## src/rtl/mem_arbiter.sv

```systemverilog
// mem_arbiter: shares one single-ported synchronous RAM between the instruction-fetch
// port and the data port. One access at a time; data has priority, with a bounded
// streak of data grants before a waiting instruction fetch is served.
module mem_arbiter #(
    parameter int unsigned MEM_LATENCY  = 1,
    parameter int unsigned STARVE_LIMIT = 4
) (
    input  logic        clk,
    input  logic        rst_n,
    input  logic        i_addr_valid,
    input  logic [63:0] i_addr,
    output logic [63:0] i_data,
    output logic        i_data_valid,
    input  logic        d_addr_valid,
    input  logic        d_write,
    input  logic [63:0] d_addr,
    input  logic [63:0] d_wdata,
    output logic [63:0] d_rdata,
    output logic        d_ready,
    output logic        mem_cs,
    output logic        mem_we,
    output logic [63:0] mem_addr,
    output logic [63:0] mem_dout,
    input  logic [63:0] mem_din,
    output logic        busy
);

    localparam int unsigned CntW    = (MEM_LATENCY > 1) ? $clog2(MEM_LATENCY) : 1;
    localparam int unsigned StreakW = $clog2(STARVE_LIMIT + 1);
    localparam logic [CntW-1:0]    CntLoad   = CntW'(MEM_LATENCY - 1);
    localparam logic [StreakW-1:0] StreakMax = StreakW'(STARVE_LIMIT);

    typedef enum logic [1:0] {StIdle, StIssue, StWait, StResp} state_e;

    state_e              state_q, state_d;
    logic                data_owner_q, data_owner_d;
    logic                write_q, write_d;
    logic [CntW-1:0]     cnt_q, cnt_d;
    logic [StreakW-1:0]  streak_q, streak_d;
    logic                mem_cs_q, mem_cs_d;
    logic                mem_we_q, mem_we_d;
    logic [63:0]         mem_addr_q, mem_addr_d;
    logic [63:0]         mem_dout_q, mem_dout_d;
    logic [63:0]         i_data_q, i_data_d;
    logic [63:0]         d_rdata_q, d_rdata_d;
    logic                i_ack_q, i_ack_d;
    logic                d_ack_q, d_ack_d;
    logic                grant_data;

    // Data wins unless an instruction fetch has already been passed over too often.
    assign grant_data = d_addr_valid && !(i_addr_valid && (streak_q == StreakMax));

    // State and output registers; reset abandons any access in flight.
    always_ff @(posedge clk or negedge rst_n) begin
        if (!rst_n) begin
            state_q      <= StIdle;
            data_owner_q <= 1'b0;
            write_q      <= 1'b0;
            cnt_q        <= '0;
            streak_q     <= '0;
            mem_cs_q     <= 1'b0;
            mem_we_q     <= 1'b0;
            mem_addr_q   <= '0;
            mem_dout_q   <= '0;
            i_data_q     <= '0;
            d_rdata_q    <= '0;
            i_ack_q      <= 1'b0;
            d_ack_q      <= 1'b0;
        end else begin
            state_q      <= state_d;
            data_owner_q <= data_owner_d;
            write_q      <= write_d;
            cnt_q        <= cnt_d;
            streak_q     <= streak_d;
            mem_cs_q     <= mem_cs_d;
            mem_we_q     <= mem_we_d;
            mem_addr_q   <= mem_addr_d;
            mem_dout_q   <= mem_dout_d;
            i_data_q     <= i_data_d;
            d_rdata_q    <= d_rdata_d;
            i_ack_q      <= i_ack_d;
            d_ack_q      <= d_ack_d;
        end
    end

    // Next-state: grant in IDLE, one-cycle chip select, latency countdown, one-cycle ack.
    always_comb begin
        state_d      = state_q;
        data_owner_d = data_owner_q;
        write_d      = write_q;
        cnt_d        = cnt_q;
        streak_d     = streak_q;
        mem_cs_d     = mem_cs_q;
        mem_we_d     = mem_we_q;
        mem_addr_d   = mem_addr_q;
        mem_dout_d   = mem_dout_q;
        i_data_d     = i_data_q;
        d_rdata_d    = d_rdata_q;
        i_ack_d      = 1'b0;
        d_ack_d      = 1'b0;

        case (state_q)
            StIdle: begin
                if (i_addr_valid || d_addr_valid) begin
                    state_d      = StIssue;
                    data_owner_d = grant_data;
                    mem_cs_d     = 1'b1;
                    if (grant_data) begin
                        write_d    = d_write;
                        mem_we_d   = d_write;
                        mem_addr_d = d_addr;
                        mem_dout_d = d_wdata;
                        // Streak only grows while a fetch is actually being passed over.
                        if (!i_addr_valid) begin
                            streak_d = '0;
                        end else if (streak_q != StreakMax) begin
                            streak_d = streak_q + 1'b1;
                        end
                    end else begin
                        write_d    = 1'b0;
                        mem_we_d   = 1'b0;
                        mem_addr_d = i_addr;
                        streak_d   = '0;
                    end
                end
            end
            StIssue: begin
                state_d  = StWait;
                cnt_d    = CntLoad;
                mem_cs_d = 1'b0;
                mem_we_d = 1'b0;
            end
            StWait: begin
                if (cnt_q == '0) begin
                    state_d = StResp;
                    if (data_owner_q) begin
                        d_ack_d = 1'b1;
                        if (!write_q) begin
                            d_rdata_d = mem_din;
                        end
                    end else begin
                        i_ack_d  = 1'b1;
                        i_data_d = mem_din;
                    end
                end else begin
                    cnt_d = cnt_q - 1'b1;
                end
            end
            StResp: begin
                state_d = StIdle;
            end
            default: begin
                state_d = StIdle;
            end
        endcase
    end

    assign i_data       = i_data_q;
    assign i_data_valid = i_ack_q;
    assign d_rdata      = d_rdata_q;
    assign d_ready      = d_ack_q;
    assign mem_cs       = mem_cs_q;
    assign mem_we       = mem_we_q;
    assign mem_addr     = mem_addr_q;
    assign mem_dout     = mem_dout_q;
    assign busy         = (state_q != StIdle);

endmodule

```

## config.mk

```make
export PLATFORM = sky130hd
export DESIGN_NAME = mem_arbiter
export DESIGN_NICKNAME = d
export VERILOG_FILES = /design/src/rtl/mem_arbiter.sv
export SDC_FILE = /design/constraint.sdc
export NUM_CORES = 1
export LEC_CHECK = 0
export CAP_MARGIN = 20
export CORE_AREA = 2 2 204 206
export CTS_CLUSTER_SIZE = 10
export DETAILED_ROUTE_END_ITERATION = 10
export DIE_AREA = 0 0 206 208
export GPL_ROUTABILITY_DRIVEN = 0
export PLACE_DENSITY = 0.56
export SLEW_MARGIN = 10
export SYNTH_ARGS = -nofsm -noshare
export SYNTH_HDL_FRONTEND = slang
export SYNTH_SLANG_ARGS = --single-unit
```

## constraint.sdc

```tcl
create_clock -name clk -period 2.25 [get_ports clk]
set_input_delay 0.45 -clock clk [delete_from_list [all_inputs] [get_ports clk]]
set_output_delay 0.45 -clock clk [all_outputs]
set_load 0.02 [all_outputs]
```

==> impl_metrics.yaml, run 1 <==
setup_path:
  worst-setup-path-type: "flop to primary output"
  critPathTopFamily: "buffers and inverters"
  startpoint_type: "flop"
  end_kind: "primary output"
  required_ns: 1.80
  worst_ep_arrival_time_ns: 1.69
  critPathSlowestCell: "dfrtp_1"
  cpPeakStageDelay_ns: 0.38
  crit_path_frequent_cell: "inv_1"
  critPathBufInv: 3
  worstPathCellList: "inv_1, ha_4, inv_1, dlygate4sd2_1"
  cp_max_fo: 6
clock_network:
  htreeDepth: 1
  clockBufferDepth: 3
  cts_tree: "built"
  clk_latency_ns: 0.55
  cts_buffers: 30
  clk_pin_slew_ns: 0.06
  clock_sinks: 267
  cts_root_buf: "clkbuf_16"
place:
  dpl.cell_count: 1836
  dp_slack_ns: 0.112
  io_buffers: 521
  dp.final_hpwl_mm: 27.0
yosys:
  syn_inst: 821
  synth-seq-area-share: 0.616
  synth_enable_flop_cells: 0
  ys_ff_latch: 267
  yosysWarnings: 0
  synth_top_cell_by_area: "dfrtp_1"
  syn_area_per_cell_um2: 13.2
  async_flop_share: 1.00
  synth_flop_cell: "dfrtp_1"
  synthesis.area_um2: 10900
  synth_top_area_share: 0.616
  synth.area.top_cells: "dfrtp_1, mux2_2, nand2_1"
  ys_types: 32
  syn_nets: 1087
finish:
  fillers: 3852
  antenna_cells: 0
  drive_gt1_frac: 0.197
  syn2layout_area_growth_pct: 62.4
  instances_no_fill: 1871
  fin_nets: 1603
power_and_ir_drop:
  p_sw_frac: 0.370
  p_int_w: 0.0170
  pwr-share-clk: 0.156
  power.switching_w: 0.00997
  p_per_area_nw_per_um2: 1530
  p_leak_nw: 7.08
  p_comb_frac: 0.525
  p_seq_frac: 0.319
  vdd_drop_max_uv: 690
sta:
  setup_viol: 0
  setup_tns_ns: 0
  slew_violations: 0
  tightest_slew_ns: 0.762
  relSlewSlack: 0.492
  fmax_mhz: 468
  fin_skew_ns: 0.0203
  fin_crit_sh: 0.949
  min_period_ns: 2.14
  hold_viol: 0
  grt_setup_unrepaired: "no"
  timing.final.ws_setup_ns: 0.114
flow_run:
  cap_violations: 0
die:
  core_um2: 40600
  initial_core_util: 0.268
  ios: 522
  die_w_um: 206
  die-area_um2: 42800
  placementRows: 74
  die_y_um: 208
global_routing:
  antenna_found_initial: 1
  gr-usage-all-layers: 0.164
  grt_max_degree: 66
  first_global_vias: 9151
  overflow: 0
  grt_pass1_wl_mm: 54.8
routing:
  ant_nets: 0
  wl_per_cell_um: 19.4
  dr_total_vias: 8606
  vias_per_cell: 4.60
  totalWireLength_mm: 36.3
  drtIter0Drc: 243
  drcViolationCount: 0
  firstDrtPassIters: 4
min_path:
  holdCritPathClass: "input pin to flop"
status:
  status: "complete, no violations"
## synth_stat cells, drive strengths merged (2+ instances only)
library cell  number
dfrtp            267
ha                 5
clkbuf            26
and2               2
buf               41
nor2               3
mux2             193
nand2            131
a32o               2
o211ai            64
o21ai              2
nand4             65
nand3              2
a31oi              2
inv                6
## kinds of logic after synthesis
| kind of cell | Yosys count | synth area share |
|---|---|---|
| buffers and inverters | 73 | 0.0306 |
| and+or+nand+nor | 206 | 0.0888 |
| adders and majority gates | 5 | 0.00577 |
| muxes | 194 | 0.207 |
| DFF | 267 | 0.616 |
| AOI/OAI and AO/OA | 75 | 0.0517 |
| xor gates and xnor gates | 1 | 0.000807 |
## through the flow
step | cell area [µm²] | utilization | hold WS (ns) | total power, W
finish | 17600 | 0.435 | 0.276 | 0.0269
global route | 17600 | 0.435 | 0.266 | 0.0285
floorplan | 10900 | - | 0.154 | 0.0158
detailed placement | 16800 | 0.415 | 0.421 | 0.0230
CTS | 17600 | 0.435 | 0.226 | 0.0274
global placement | 16800 | 0.415 | 0.420 | 0.0228
## layout by cell type, fill, tap and decap left out, drive strengths merged, types with 2 or more instances in the layout
master	count
a32o	2
nor2	3
ha	5
a31oi	2
clkbuf	34
nand3	2
buf	31
dfrtp	267
nand2	131
and2	2
inv	6
clkdlybuf4s50	518
nand4	65
mux2	193
o21ai	2
o211ai	64
## worst reg2reg max path, delay by kind of cell (launching register included)
kind	cells	cell delay, ns
adder cells (fa/ha/maj)	1	0.25
buffers and inverters	2	0.36
flip-flops	1	0.35
multiplexers	1	0.35
AND/OR/NAND/NOR	2	0.44
## registers in the layout (all words and copies together), names as in the netlist, 2 cells and up
signal and count:
d_rdata 64, i_data 64, mem_addr 64, mem_dout 64
state_q 2, streak_q 3
## repair_timing
item	in CTS	in global routing
hold buffers	1	0
endpoints found under the hold margin	46	0
setup endpoints to repair	1	0
buffers inserted	0	0
resized for setup	2	0
## worst paths after layout
check | startpoint | endpoint | slack (ns) | depth (start not counted)
max reg2reg | state_q[0] | d_rdata[16] | 0.37 | 6
max in group asynchronous | rst_n | mem_dout[46] | 1.12 | 3
max | state_q[0] | busy | 0.11 | 4
min | d_addr_valid | mem_we | 0.28 | 3
min in group asynchronous | rst_n | i_data[1] | 0.44 | 2
min reg2reg | write_q | write_q | 0.48 | 2
## power groups by stage
stage	Clock [W]	Sequential (W)	Combinational [W]
floorplan	0	0.0115	0.00430
global placement	0	0.00859	0.0142
detailed placement	0	0.00865	0.0143
CTS	0.00441	0.00861	0.0144
global route	0.00457	0.00891	0.0150
finish	0.00421	0.00859	0.0141
## final cells by class
type                            count  area [µm²]  area share
Clock buffer                       34         787      0.0446
Tap cell                          532         666      0.0378
Sequential cell                   267        6680       0.379
Inverter                            6        22.5     0.00128
Timing Repair Buffer              551        5590       0.317
Multi-Input combinational cell    481        3880       0.220
## metal layers
metal | track usage | share of wire | vias to the layer above
met5 | 0 | 0.00036 | -
met4 | 0.0473 | 0.025 | 2
met3 | 0.0553 | 0.10 | 55
met2 | 0.279 | 0.48 | 394
met1 | 0.195 | 0.40 | 4224
li1 | - | - | 3931
No activity file was read; power rests on OpenSTA's default activity.
==> inputs of run 2 (changes only) <==
--- a/config.mk
+++ b/config.mk
@@ -6,12 +6,12 @@
 export NUM_CORES = 1
 export LEC_CHECK = 0
 export CAP_MARGIN = 20
-export CORE_AREA = 2 2 204 206
+export CORE_AREA = 2 2 202 204
 export CTS_CLUSTER_SIZE = 10
 export DETAILED_ROUTE_END_ITERATION = 10
-export DIE_AREA = 0 0 206 208
+export DIE_AREA = 0 0 204 206
 export GPL_ROUTABILITY_DRIVEN = 0
-export PLACE_DENSITY = 0.56
+export PLACE_DENSITY = 0.57
 export SLEW_MARGIN = 10
 export SYNTH_ARGS = -nofsm -noshare
 export SYNTH_HDL_FRONTEND = slang
==> constraint.sdc (replaced) <==
create_clock -name clk -period 2.6 [get_ports clk]
set_input_delay 0.52 -clock clk [delete_from_list [all_inputs] [get_ports clk]]
set_output_delay 0.52 -clock clk [all_outputs]
set_load 0.02 [all_outputs]
==> run 2 against run 1 <==
Sequential power fell by 14%. Via count fell by 0.35%. Utilization rose by 0.49 points. First-iteration DRC count rose by 0.41%. Combinational power fell by 13%. Critical path depth did not move. Non-clock buffer count fell by 4. Flip-flop and latch count did not move. Worst hold slack improved by 0.12 ns. Critical endpoint unchanged. Largest power group unchanged. Highest routed layer unchanged.
==> impl_metrics.yaml, run 2 (synthesized netlist as in run 1, its figures left out) <==
routing:
  dr_total_vias: 8576
  totalWireLength_mm: 36.0
  ant_nets: 0
  drcViolationCount: 0
  firstDrtPassIters: 4
  drtIter0Drc: 244
  vias_per_cell: 4.57
  wl_per_cell_um: 19.2
setup_path:
  worstPathCellList: "inv_1, ha_2, inv_1, dlymetal6s2s_1"
  startpoint_type: "flop"
  required_ns: 2.08
  cp_max_fo: 6
  crit_path_frequent_cell: "inv_1"
  worst-setup-path-type: "flop to primary output"
  worst_ep_arrival_time_ns: 1.64
  critPathTopFamily: "buffers and inverters"
  critPathSlowestCell: "dfrtp_1"
  critPathBufInv: 3
  cpPeakStageDelay_ns: 0.39
  end_kind: "primary output"
global_routing:
  gr-usage-all-layers: 0.164
  antenna_found_initial: 1
  grt_max_degree: 70
  first_global_vias: 8852
  grt_pass1_wl_mm: 53.6
  overflow: 0
sta:
  grt_setup_unrepaired: "no"
  tightest_slew_ns: 0.598
  fin_crit_sh: 0.831
  fmax_mhz: 463
  holdWs_ns: 0.396
  setup_viol: 0
  relSlewSlack: 0.601
  fin_skew_ns: 0.0130
  min_period_ns: 2.16
  slew_violations: 0
  setup_tns_ns: 0
  hold_viol: 0
finish:
  most-common-layout-cells: "clkdlybuf4s50_1, dfrtp_1, mux2_2"
  drive_gt1_frac: 0.196
  fillers: 3823
  syn2layout_area_growth_pct: 62.8
  regArea_um2: 6680
  fin_nets: 1600
  multi_input_area_um2: 3870
  final_common_cell: "clkdlybuf4s50_1"
  fin_area_um2: 17700
power_and_ir_drop:
  p_per_area_nw_per_um2: 1330
  vdd_drop_max_uv: 524
  p_leak_nw: 7.10
die:
  die_w_um: 204
  ios: 522
  initial_core_util: 0.270
  die_y_um: 206
  core_um2: 40200
  die-area_um2: 42000
  placementRows: 74
place:
  dpl_cell_area_um2: 16800
  dp.final_hpwl_mm: 26.4
  io_buffers: 521
clock_network:
  cts_tree: "built"
  postCtsSetupRepairBufs: 0
  clk_latency_ns: 0.55
  clock_sinks: 267
  clk_pin_slew_ns: 0.06
  cts_root_buf: "clkbuf_16"
  cts_buffers: 31
  htreeDepth: 1
  clockBufferDepth: 3
min_path:
  holdCritPathClass: "input pin to flop"
flow_run:
  cap_violations: 0
status:
  status: "complete, no violations"
[run 2: cell count changes in the layout (fill, tap and decap cells not counted)]
cell,before,now
dlygate4sd2_1,1,0
diode_2,0,2
ha_4,1,0
clkbuf_1,3,7
ha_2,0,1
dlymetal6s2s_1,0,1
clkbuf_8,0,3
buf_12,12,13
buf_4,17,12
[run 2: timing repair]
action / in CTS / in global routing
hold buffers: 1 / 0
hold endpoints to repair: 38 / 0
endpoints found under the setup margin: 0 / 1
resized for setup: 0 / 1
[run 2: per-stage QoR]
stage	instances	power [W]	setup slack, ns	util
after detailed placement	1832	0.0199	0.299	0.418
after global placement	1832	0.0197	0.329	0.418
after CTS	1874	0.0238	0.0260	0.439
after global routing	1874	0.0249	0.291	0.440
final	1876	0.0235	0.439	0.440
after floorplan	821	0.0137	0.862	-
[run 2: worst register-to-register path, stage by stage, from the launching register on]
cell	delay [ns]
dfrtp_1	0.39
inv_1	0.10
ha_1	0.22
nor2b_4	0.49
buf_12	0.27
mux2_2	0.37
[run 2: final timing paths]
check / to / slack, ns / cells after the start / start
setup / recovery: busy / 0.44 / 4 / state_q[0]
hold / removal: mem_addr[59] / 0.40 / 3 / d_addr_valid
setup reg to reg: i_data[57] / 0.63 / 5 / state_q[0]
hold reg to reg: mem_addr[18] / 0.49 / 2 / mem_addr[18]
max in group asynchronous: d_rdata[52] / 1.39 / 3 / rst_n
min in group asynchronous: d_rdata[50] / 0.46 / 2 / rst_n
[run 2: cell type report]
class / count / share of cell area
diodes: 2 / 0.000283
flip-flops and latches: 267 / 0.378
multi-input cells: 481 / 0.219
well taps: 532 / 0.0377
inverters: 6 / 0.00127
clock buffers: 41 / 0.0477
repair buffers: 547 / 0.316
[run 2: power breakdown]
group / leakage (nW) / internal [W] / switching [W]
logic: 3.52 / 0.00629 / 0.00598
clock network: 0.412 / 0.00220 / 0.00161
registers: 3.17 / 0.00631 / 0.00108
[run 2: per-layer routing]
layer | global-route usage | routed length, µm | vias up | share of wire
li1 | - | - | 3946 | -
met1 | 0.195 | 14200 | 4209 | 0.40
met2 | 0.280 | 17400 | 371 | 0.48
met3 | 0.0594 | 3640 | 48 | 0.10
met4 | 0.0435 | 734 | 2 | 0.020
met5 | 0 | 13 | - | 0.00036
